[src/rtl/cpu_ctrl_pkg.sv]
// Shared control definitions for the 5-stage CPU: FSM states, register-zero and opcode constants.
// Combinational helper only; no latency, no backpressure.
package cpu_ctrl_pkg;

  typedef enum logic [1:0] {
    IDLE     = 2'd0,
    RUN      = 2'd1,
    MEM_WAIT = 2'd2,
    HALT     = 2'd3
  } state_t;

  localparam logic [4:0] REG_ZERO = 5'd0;
  localparam logic [2:0] OP_BEQ   = 3'b110;

  // x0 is hardwired to zero, so a producer targeting it never creates a dependency
  function automatic logic reg_hit(input logic [4:0] rd,
                                   input logic [4:0] rs1,
                                   input logic [4:0] rs2,
                                   input logic       uses_rs2);
    return (rd != REG_ZERO) && ((rd == rs1) || (uses_rs2 && (rd == rs2)));
  endfunction

endpackage

[src/rtl/hazard_detect.sv]
// Load-use and branch-operand match against the ID-stage sources.
// Purely combinational, zero latency; no backpressure of its own.
module hazard_detect
  import cpu_ctrl_pkg::*;
(
  input  logic [4:0] id_rs1,
  input  logic [4:0] id_rs2,
  input  logic       id_uses_rs2,
  input  logic       id_is_branch,
  input  logic [4:0] ex_rd,
  input  logic       ex_regwrite,
  input  logic       ex_memread,
  input  logic [4:0] mem_rd,
  input  logic       mem_memread,
  output logic       lu,
  output logic       br
);

  logic ex_hit;
  logic mem_hit;

  assign ex_hit  = reg_hit(ex_rd, id_rs1, id_rs2, id_uses_rs2);
  assign mem_hit = reg_hit(mem_rd, id_rs1, id_rs2, id_uses_rs2);

  assign lu = ex_memread && ex_hit;
  // beq compares in ID, so it must wait for any EX result and for a load still in MEM
  assign br = id_is_branch && ((ex_regwrite && ex_hit) || (mem_memread && mem_hit));

endmodule

[src/rtl/pipeline_hazard_ctrl.sv]
// Stall/flush sequencer: Mealy enables/bubble/flush in the hazard cycle (0 latency);
// freezes every stage while a data-memory access waits for ack, halting stickily on timeout.
module pipeline_hazard_ctrl
  import cpu_ctrl_pkg::*;
#(
  parameter int MEM_TIMEOUT = 16,
  parameter int CNT_W       = 16
) (
  input  logic             clk_i,
  input  logic             rst_i,
  input  logic             start_i,
  input  logic [4:0]       id_rs1_i,
  input  logic [4:0]       id_rs2_i,
  input  logic             id_uses_rs2_i,
  input  logic             id_is_branch_i,
  input  logic             id_branch_taken_i,
  input  logic [4:0]       ex_rd_i,
  input  logic             ex_regwrite_i,
  input  logic             ex_memread_i,
  input  logic [4:0]       mem_rd_i,
  input  logic             mem_memread_i,
  input  logic             mem_req_i,
  input  logic             mem_ack_i,
  output logic             pc_write_o,
  output logic             if_id_write_o,
  output logic             id_ex_write_o,
  output logic             ex_mem_write_o,
  output logic             mem_wb_write_o,
  output logic             if_flush_o,
  output logic             id_ex_bubble_o,
  output logic             halt_o,
  output logic [CNT_W-1:0] stall_cnt_o
);

  localparam int WW = $clog2(MEM_TIMEOUT + 1);

  state_t          state_q, state_nxt;
  logic [WW-1:0]   wait_cnt_q, wait_cnt_nxt, wait_inc;
  logic [CNT_W-1:0] stall_cnt_q;
  logic            halt_q;
  logic            lu, br, mw;
  logic [4:0]      wr_en;
  logic            bubble, flush;
  logic            stall_inc;

  hazard_detect u_hazard_detect (
    .id_rs1       (id_rs1_i),
    .id_rs2       (id_rs2_i),
    .id_uses_rs2  (id_uses_rs2_i),
    .id_is_branch (id_is_branch_i),
    .ex_rd        (ex_rd_i),
    .ex_regwrite  (ex_regwrite_i),
    .ex_memread   (ex_memread_i),
    .mem_rd       (mem_rd_i),
    .mem_memread  (mem_memread_i),
    .lu           (lu),
    .br           (br)
  );

  assign mw       = mem_req_i && !mem_ack_i;
  assign wait_inc = wait_cnt_q + WW'(1);

  // wr_en order: {pc, if_id, id_ex, ex_mem, mem_wb}
  always_comb begin
    wr_en        = 5'b00000;
    bubble       = 1'b1;
    flush        = 1'b0;
    state_nxt    = state_q;
    wait_cnt_nxt = wait_cnt_q;
    case (state_q)
      IDLE: begin
        wait_cnt_nxt = '0;
        if (start_i) state_nxt = RUN;
      end
      RUN, MEM_WAIT: begin
        if (mw) begin
          bubble       = 1'b0;
          wait_cnt_nxt = wait_inc;
          state_nxt    = (wait_inc >= WW'(MEM_TIMEOUT)) ? HALT : MEM_WAIT;
        end else begin
          state_nxt    = RUN;
          wait_cnt_nxt = '0;
          if (lu || br) begin
            wr_en  = 5'b00111;
          end else begin
            wr_en  = 5'b11111;
            bubble = 1'b0;
            flush  = id_branch_taken_i;
          end
        end
      end
      default: ;
    endcase
  end

  assign stall_inc = ((state_q == RUN) || (state_q == MEM_WAIT)) && !wr_en[4];

  always_ff @(posedge clk_i or negedge rst_i) begin
    if (!rst_i) begin
      state_q     <= IDLE;
      wait_cnt_q  <= '0;
      stall_cnt_q <= '0;
      halt_q      <= 1'b0;
    end else begin
      state_q    <= state_nxt;
      wait_cnt_q <= wait_cnt_nxt;
      if (stall_inc && (stall_cnt_q != {CNT_W{1'b1}}))
        stall_cnt_q <= stall_cnt_q + CNT_W'(1);
      if (state_nxt == HALT)
        halt_q <= 1'b1;
    end
  end

  assign pc_write_o     = wr_en[4];
  assign if_id_write_o  = wr_en[3];
  assign id_ex_write_o  = wr_en[2];
  assign ex_mem_write_o = wr_en[1];
  assign mem_wb_write_o = wr_en[0];
  assign if_flush_o     = flush;
  assign id_ex_bubble_o = bubble;
  assign halt_o         = halt_q;
  assign stall_cnt_o    = stall_cnt_q;

endmodule

[config.mk]
export PLATFORM = sky130hd
export DESIGN_NAME = pipeline_hazard_ctrl
export DESIGN_NICKNAME = d
export VERILOG_FILES = /design/src/rtl/cpu_ctrl_pkg.sv /design/src/rtl/hazard_detect.sv /design/src/rtl/pipeline_hazard_ctrl.sv
export SDC_FILE = /design/constraint.sdc
export NUM_CORES = 1
export LEC_CHECK = 0
export ABC_AREA = 1
export CAP_MARGIN = 5
export CORE_MARGIN = 2
export CORE_UTILIZATION = 47
export DETAILED_ROUTE_END_ITERATION = 8
export GPL_ROUTABILITY_DRIVEN = 0
export GPL_TIMING_DRIVEN = 0
export PLACE_DENSITY = 0.79
export SETUP_SLACK_MARGIN = 0.02
export SLEW_MARGIN = 20
export SYNTH_ARGS = -nofsm -noshare
export SYNTH_HDL_FRONTEND = slang
export SYNTH_SLANG_ARGS = --single-unit
[constraint.sdc]
create_clock -name clk_i -period 4.55 [get_ports clk_i]
set_input_delay 0.91 -clock clk_i [delete_from_list [all_inputs] [get_ports clk_i]]
set_output_delay 0.91 -clock clk_i [all_outputs]
set_load 0.1 [all_outputs]
# Word level (Yosys, flattened, before mapping)
# Index checks and enable logic that the tools add are counted.
[totals] ff_bits=24
[classes] addsub=2 magnitude_cmp=1 eq_ne=8 muxes=15 n_reduce_logical=23
[op_table] op="5-bit equality test" n=4
[op_table] op="5-bit 2-to-1 mux" n=4
[op_table] op="16-bit by 1-bit adder with 16-bit output (second input constant)" n=1
[op_table] op="16-bit != test (second input constant)" n=1
[op_table] op="1-bit logical AND" n=11
[op_table] op="5-bit case mux with 2 select lines" n=1
[op_table] op="5-bit nonzero test" n=2
[op_table] op="1-bit 2-to-1 mux" n=7
[op_table] op="5-bit by 1-bit adder with 5-bit output (second input constant)" n=1
[op_table] op="5-bit greater-or-equal comparator (second input constant)" n=1
[op_table] op="1-bit logical OR" n=5
[op_table] op="2-bit equality test (second input constant)" n=2
[op_table] op="2-bit 2-to-1 mux" n=2
[op_table] op="2-bit case mux with 2 select lines" n=1
[op_table] op="2-bit by 1-bit equality test with 1-bit output (second input constant)" n=1
[op_table] op="1-bit zero test" n=2
[op_table] op="2-bit zero test" n=1
[op_table] op="2-bit nonzero test" n=1
[op_table] op="2-bit OR reduction" n=1

# Longest topological paths before layout
# Gate-level depths: netlist of run 1.
[depth] depth_word=14 depth_mapped=12

# Modules after synthesis
# Synthesis of run 1 repeated with hierarchy kept, for this count alone.
[unflattened] hier_cells=304 hier_area_um2=1895.6
[by_module_without_submodules] module="pipeline_hazard_ctrl" instances=1 cells_per_inst=210 area_per_inst_um2=1495.2 seq_area_each_um2=600.6
[by_module_without_submodules] module="hazard_detect" instances=1 cells_per_inst=94 area_per_inst_um2=400.4 seq_area_each_um2=0.0

# Worst setup path before layout of run 1
# OpenSTA, ideal clock, no wires.
[synth_timing] kind="input port to output port" from="in ex_rd_i[2]" to="out if_flush_o" t_arrival_ps=3593 path_slack_ps=47 path_stages=9 path_buffers=0 cell_sequence="inv_1 -> nand2_1 -> o21ai_0 -> nor2_1 -> nand3_1 -> nand2_1 -> nand2_1 -> nand2_1 -> nor3b_1"
[synth_via] elab_chain_len=11 elab_cells_between_ends=14
[synth_rtl] element="from (decl)" line="pipeline_hazard_ctrl.sv:17" source="input logic [4:0] ex_rd_i,"
[synth_rtl] element="5-bit equality test" line="cpu_ctrl_pkg.sv:20" source="return (rd != REG_ZERO) && ((rd == rs1) || (uses_rs2 && (rd == rs2)));"
[synth_rtl] element="1-bit logical AND" line="cpu_ctrl_pkg.sv:20"
[synth_rtl] element="1-bit logical OR" line="cpu_ctrl_pkg.sv:20"
[synth_rtl] element="1-bit logical AND *" line="cpu_ctrl_pkg.sv:20"
[synth_rtl] element="1-bit logical AND" line="hazard_detect.sv:27" source="assign br = id_is_branch && ((ex_regwrite && ex_hit) || (mem_memread && mem_hit));"
[synth_rtl] element="1-bit logical OR" line="hazard_detect.sv:27"
[synth_rtl] element="1-bit logical AND" line="hazard_detect.sv:27"
[synth_rtl] element="1-bit logical OR *" line="pipeline_hazard_ctrl.sv:83" source="if (lu || br) begin"
[synth_rtl] element="1-bit 2-to-1 mux *" line="pipeline_hazard_ctrl.sv:83"
[synth_rtl] element="1-bit 2-to-1 mux *" line="pipeline_hazard_ctrl.sv:76" source="if (mw) begin"
[synth_rtl] element="1-bit 2-to-1 mux *" line="pipeline_hazard_ctrl.sv:70" source="case (state_q)"
[synth_rtl] element="to (decl)" line="pipeline_hazard_ctrl.sv:29" source="output logic if_flush_o,"
# Every way passes the cells marked *; elsewhere a longest branch is shown, timed or not.

# Worst setup path in the final report of run 1
[layout_timing] from="in ex_rd_i[0]" to="out pc_write_o"
[layout_via] elab_chain_len=11 elab_cells_between_ends=14
[layout_rtl] element="5-bit equality test" line="cpu_ctrl_pkg.sv:20"
[layout_rtl] element="1-bit logical AND" line="cpu_ctrl_pkg.sv:20"
[layout_rtl] element="1-bit logical OR" line="cpu_ctrl_pkg.sv:20"
[layout_rtl] element="1-bit logical AND *" line="cpu_ctrl_pkg.sv:20"
[layout_rtl] element="1-bit logical AND" line="hazard_detect.sv:27"
[layout_rtl] element="1-bit logical OR" line="hazard_detect.sv:27"
[layout_rtl] element="1-bit logical AND" line="hazard_detect.sv:27"
[layout_rtl] element="1-bit logical OR *" line="pipeline_hazard_ctrl.sv:83"
[layout_rtl] element="5-bit 2-to-1 mux *" line="pipeline_hazard_ctrl.sv:83"
[layout_rtl] element="5-bit 2-to-1 mux *" line="pipeline_hazard_ctrl.sv:76"
[layout_rtl] element="5-bit 2-to-1 mux *" line="pipeline_hazard_ctrl.sv:70"
[layout_rtl] element="to (decl)" line="pipeline_hazard_ctrl.sv:24" source="output logic pc_write_o,"
# Marks and branches as above.

==> results.cfg, run 1 <==
[synth]
ys_top_cells_by_count = nand2_1 (107), inv_1 (46), nor2_1 (25)
yosys_warnings = 0
syn_avg_cell_area_sq_um = 6.46
synthMostInstantiatedCell = nand2_1
synth_cell_type_count = 26
synth_top_area_cell = dfrtp_1
async_reset_ff_share_pct = 100
ys.flop_type = dfrtp_1
synth-edff-count = 0
syn-cell-area_sq_mm = 0.00190
yosysTopAreaCellShare_pct = 31.6
syn_inst = 294
ys_ff_latch = 24
synth_area_leaders = dfrtp_1 (32%), nand2_1 (21%), inv_1 (9.1%)
synth.yosys.seq_area_share_pct = 31.6
synth_nets = 329

[grt]
track_usage_pct = 21.9
grt_pass1_vias = 1771
grt_max_degree = 25
overflow = 0
antenna_found_initial = 0
grt_pass1_wl_microns = 7680

[detailed_routing]
drc = 0
drt_iter0_drc = 123
ant_nets = 0
wl_microns = 4490
routedWlPerCell_microns = 11.2
num_vias = 1938
viasPerCell = 4.82
drtPass1Iterations = 4

[power]
leakagePower_nw = 1.33
peakVddDrop_mv = 0.388
power_w = 0.00133
p_int_w = 0.000549
swShare_pct = 58.8
power_density_mw_per_mm2 = 522
power_frac_clock_pct = 11.3
share_comb_of_total_power_pct = 67.9
p_sw_w = 0.000782
seqPwrFrac_pct = 20.8

[clocking]
cts-resized-gates = 0
clk_pin_slew_ns = 0.08
h-tree-depth = 1
insertion_delay_ns = 0.27
cts.path.max_buffers = 2
cts_tree = yes
cts_hold_buf = 0
cts_root_buffer = clkbuf_8
cts_buffers = 3
clock_sinks = 24
post_cts_buffers = 0

[critical_path]
required_ns = 3.64
cp.arrival_ns = 3.38
rr_worst_depth = 7
r2r-end = stall_cnt_o[14]
startpoint_type = input pin
reg2reg_from = stall_cnt_o[0]
path_class = in2out
end_kind = primary output
cp_max_fo = 3
rrSetupSlack_ns = 2.70

[job]
cap_violations = 0

[timing]
worst_slew_pin_slew_ns = 0.984
layout_setup_ws_ns = 0.256
clock.fmax_mhz = 233
fin_crit_ns = 4.29
finalSetupViolations = 0
setup_tns_ns = 0
slew_violations = 0
fin_crit_sh_pct = 94.4
holdWs_ns = 0.472
rsz0062_at_grt = false
finalHoldViolCount = 0
finClkSkew_ns = 0.00572
relSlewSlack_pct = 34.2

[finish]
area_delta_synth_final_pct = 34.4
fillers = 373
diodes = 0
fin_area_sq_mm = 0.00255
fin_nets = 388
drive_above_1_share_pct = 4.83

[floorplanning]
dieWidth_microns = 67.6
start_util_pct = 48.1
core_area_sq_mm = 0.00394
ioPinCount = 55
row_count = 23
die-area_sq_mm = 0.00456
die_y_microns = 67.6

[min_path]
hold_depth = 2
hp-start = halt_o
hold_path_end = halt_o
min_path_type = reg2reg

[placement]
port-buffer-count = 54
placed_area_sq_mm = 0.00250
dp_hpwl_microns = 3620
pre_cts_slack_ns = 0.231

[outcome]
status = complete, no violations
[flip-flops by register name, summed over array words and instances (netlist names)]
register     count
wait_cnt_q       5
stall_cnt_o     16
halt_o           1
state_q          2
[cell families (layout without fill, tap and decap cells)]
| kind of cell | after synthesis | after routing | synth area share [%] |
|---|---|---|---|
| AND/OR/NAND/NOR | 182 | 182 | 42.8 |
| AO/OA/AOI/OAI | 14 | 14 | 4.15 |
| XOR/XNOR | 14 | 14 | 6.46 |
| flip-flops | 24 | 24 | 31.6 |
| adder cells (fa/ha/maj) | 4 | 4 | 2.64 |
| buffers and inverters | 56 | 114 | 12.3 |
[stage by stage]
stage	utilization [%]	cells
final	64.7	402
after global routing	64.7	402
after CTS	64.8	402
after detailed placement	63.4	398
after global placement	63.4	398
after floorplan	-	294
[routing by layer]
layer | vias to the layer above | wire length (microns) | global-route usage, %
met5 | - | 0 | 0
met4 | 0 | 56 | 6.38
met3 | 4 | 165 | 2.33
met2 | 44 | 2130 | 38.6
met1 | 850 | 2130 | 28.0
li1 | 1040 | - | -
[worst max-delay path, cell delays in order]
cell	delay, ns
clkdlybuf4s50_1	0.50
inv_1	0.08
o21ai_0	0.15
nor2_1	0.07
nand3_1	0.07
nand2_1	0.06
nand2_1	0.10
nand2_1	0.08
nor2_1	0.13
buf_4	0.12
clkdlybuf4s50_1	1.13
[worst max path at each step]
stage | from | to | slack [ns] | cells past startpoint
6_report | ex_rd_i[0] | pc_write_o | 0.26 | 11
5_1_grt | ex_rd_i[0] | pc_write_o | 0.08 | 11
4_1_cts | ex_rd_i[0] | pc_write_o | 0.24 | 11
3_5_place_dp | ex_rd_i[0] | pc_write_o | 0.23 | 11
3_3_place_gp | ex_rd_i[0] | pc_write_o | 0.25 | 11
2_1_floorplan | ex_rd_i[2] | if_flush_o | 0.05 | 9
[layout make-up]
cell class	count	area (sq um)	share of cell area, %
Tap cell	50	62.6	2.45
Multi-Input combinational cell	214	1060	41.7
Clock buffer	4	55.1	2.16
Buffer	10	60.1	2.35
Timing Repair Buffer	54	536	21.0
Sequential cell	24	601	23.5
Inverter	46	173	6.77
[cell usage in the layout, fill, tap and decap left out, drive strengths merged]
cell           count
nor2              25
clkdlybuf4s50     53
a31oi              1
ha                 4
o21ai              6
xor2               7
a32oi              1
o22ai              1
inv               46
nor3               6
a21oi              4
dfrtp             24
nor3b              1
buf               10
nand4             19
nand2            107
o21bai             1
nand3             24
clkbuf             5
xnor2              7
[power groups by stage]
stage          Sequential (W)  Clock, W  Combinational (W)
2_1_floorplan        0.000384         0           0.000585
3_3_place_gp         0.000280         0           0.000894
3_5_place_dp         0.000281         0           0.000909
4_1_cts              0.000277  0.000152           0.000910
5_1_grt              0.000282  0.000159           0.000962
6_report             0.000277  0.000150           0.000904
No activity file was read; power rests on OpenSTA's default activity.
==> run 2: changes to the inputs <==
--- a/config.mk
+++ b/config.mk
@@ -8,11 +8,11 @@
 export ABC_AREA = 1
 export CAP_MARGIN = 5
 export CORE_MARGIN = 2
-export CORE_UTILIZATION = 47
+export CORE_UTILIZATION = 43
 export DETAILED_ROUTE_END_ITERATION = 8
 export GPL_ROUTABILITY_DRIVEN = 0
 export GPL_TIMING_DRIVEN = 0
-export PLACE_DENSITY = 0.79
+export PLACE_DENSITY = 0.76
 export SETUP_SLACK_MARGIN = 0.02
 export SLEW_MARGIN = 20
 export SYNTH_ARGS = -nofsm -noshare
==> constraint.sdc (replaced) <==
create_clock -name clk_i -period 3.9 [get_ports clk_i]
set_input_delay 0.78 -clock clk_i [delete_from_list [all_inputs] [get_ports clk_i]]
set_output_delay 0.78 -clock clk_i [all_outputs]
set_load 0.1 [all_outputs]
==> results.cfg, run 2 (synthesis gave the netlist of run 1 again) <==
[outcome]
status = complete, no violations

[detailed_routing]
ant_nets = 0
num_vias = 1964
drtPass1Iterations = 4
routedWlPerCell_microns = 11.2
drt_iter0_drc = 85
viasPerCell = 4.86
drc = 0
wl_microns = 4520

[critical_path]
cp_max_fo = 3
critPathSlowestCell = clkdlybuf4s15_1
rr_worst_depth = 7
path_class = in2out
rrSetupSlack_ns = 2.06
crit_chain = clkdlybuf4s50_1 -> inv_1 -> o21ai_0 -> nor2_1 -> nand3_1 -> nand2_1 -> nand2_1 -> nand2_1 -> nor3b_2 -> clkdlybuf4s15_1
crit_buf_inv = 3
cp.arrival_ns = 2.95
end_kind = primary output
r2r-end = stall_cnt_o[10]
slowest_delay_ns = 0.85
critical_path.most_common_cell = nand2_1
path_delay_family = buffers and inverters
startpoint_type = input pin
reg2reg_from = stall_cnt_o[0]
required_ns = 3.12

[job]
cap_violations = 0

[placement]
port-buffer-count = 54
dp_cells = 400
dp_hpwl_microns = 3690

[grt]
antenna_found_initial = 0
track_usage_pct = 18.9
grt_pass1_wl_microns = 7790
overflow = 0
grt_max_degree = 25
grt_pass1_vias = 1826

[clocking]
cts_buffers = 3
cts_root_buffer = clkbuf_8
clk_pin_slew_ns = 0.09
insertion_delay_ns = 0.27
h-tree-depth = 1
post_cts_buffers = 0
cts.path.max_buffers = 2
clock_sinks = 24
cts_tree = yes

[floorplanning]
row_count = 24
dieWidth_microns = 70.4
ioPinCount = 55
die_y_microns = 70.4
start_util_pct = 44.2
core_area_sq_mm = 0.00429
die-area_sq_mm = 0.00496

[finish]
seq_area_sq_um = 601
final_cell_mix = nand2_1 (107), clkdlybuf4s50_1 (49), inv_1 (46)
drive_above_1_share_pct = 5.40
diodes = 0
multi_input_area_sq_mm = 0.00107
largest_register_ff_count = 16
fin_nets = 388
layout_commonest_cell = nand2_1
final_cells = 404
area_delta_synth_final_pct = 34.5
fillers = 390

[min_path]
min_path_type = in2async

[timing]
finalSetupViolations = 0
relSlewSlack_pct = 34.1
clock.fmax_mhz = 268
fin_crit_sh_pct = 95.7
slew_violations = 0
finClkSkew_ns = 0.00359
finalHoldViolCount = 0
fin_crit_ns = 3.73
setup_tns_ns = 0
rsz0062_at_grt = false
holdWs_ns = 0.479
worst_slew_pin_slew_ns = 0.985

[power]
power_density_mw_per_mm2 = 597
leakagePower_nw = 1.33
peakVddDrop_mv = 0.464
power_w = 0.00152
-- run 2: worst max-delay path by stage --
stage / startpoint / end / slack [ns] / cells past startpoint
floorplan: ex_rd_i[2] / pc_write_o / 0.07 / 10
global placement: ex_rd_i[0] / pc_write_o / -0.21 / 11
detailed placement: ex_rd_i[0] / pc_write_o / -0.20 / 11
CTS: ex_rd_i[0] / pc_write_o / 0.08 / 11
global route: ex_rd_i[0] / if_id_write_o / 0.02 / 10
finish: ex_rd_i[0] / if_flush_o / 0.17 / 10
-- run 2: what timing repair did --
item                                    in CTS  in global routing
gates cloned                                 0                  0
resized for setup                            4                  4
endpoints found under the setup margin       4                  3
hold buffers                                 0                  0
-- run 2: layout make-up --
class / count / share of cell area [%]
clock buffer: 4 / 2.16
inverter: 46 / 6.76
sequential: 24 / 23.5
timing repair buffer: 54 / 20.7
multi-input combinational: 214 / 41.9
buffer: 10 / 2.35
tap: 52 / 2.55
-- run 2: worst register-to-register path, delay by kind of cell (launching register included) --
kind / cells / cell delay [ns]
fa+ha+maj: 1 / 0.27
buf+inv: 1 / 0.24
flops: 1 / 0.45
simple gates: 5 / 0.78
-- run 2: where the power goes --
group	switching [W]	leakage, nW	internal [W]
logic	0.000785	0.985	0.000247
clock network	0.0000800	0.0288	0.0000902
registers	0.0000388	0.321	0.000284
-- run 2: through the flow --
stage	setup WS [ns]	utilization, %	cell area, sq um
CTS	0.0814	59.6	2560
global placement	-0.208	58.4	2510
finish	0.167	59.4	2550
global route	0.0238	59.4	2550
floorplan	0.0717	-	1900
detailed placement	-0.196	58.4	2510
-- run 2: layer usage --
layer | track usage [%] | routed length (microns) | vias to the layer above
li1 | - | - | 1038
met3 | 2.89 | 188 | 4
met4 | 4.91 | 34 | 0
met1 | 24.2 | 2060 | 884
met5 | 0 | 0 | -
met2 | 33.1 | 2230 | 38
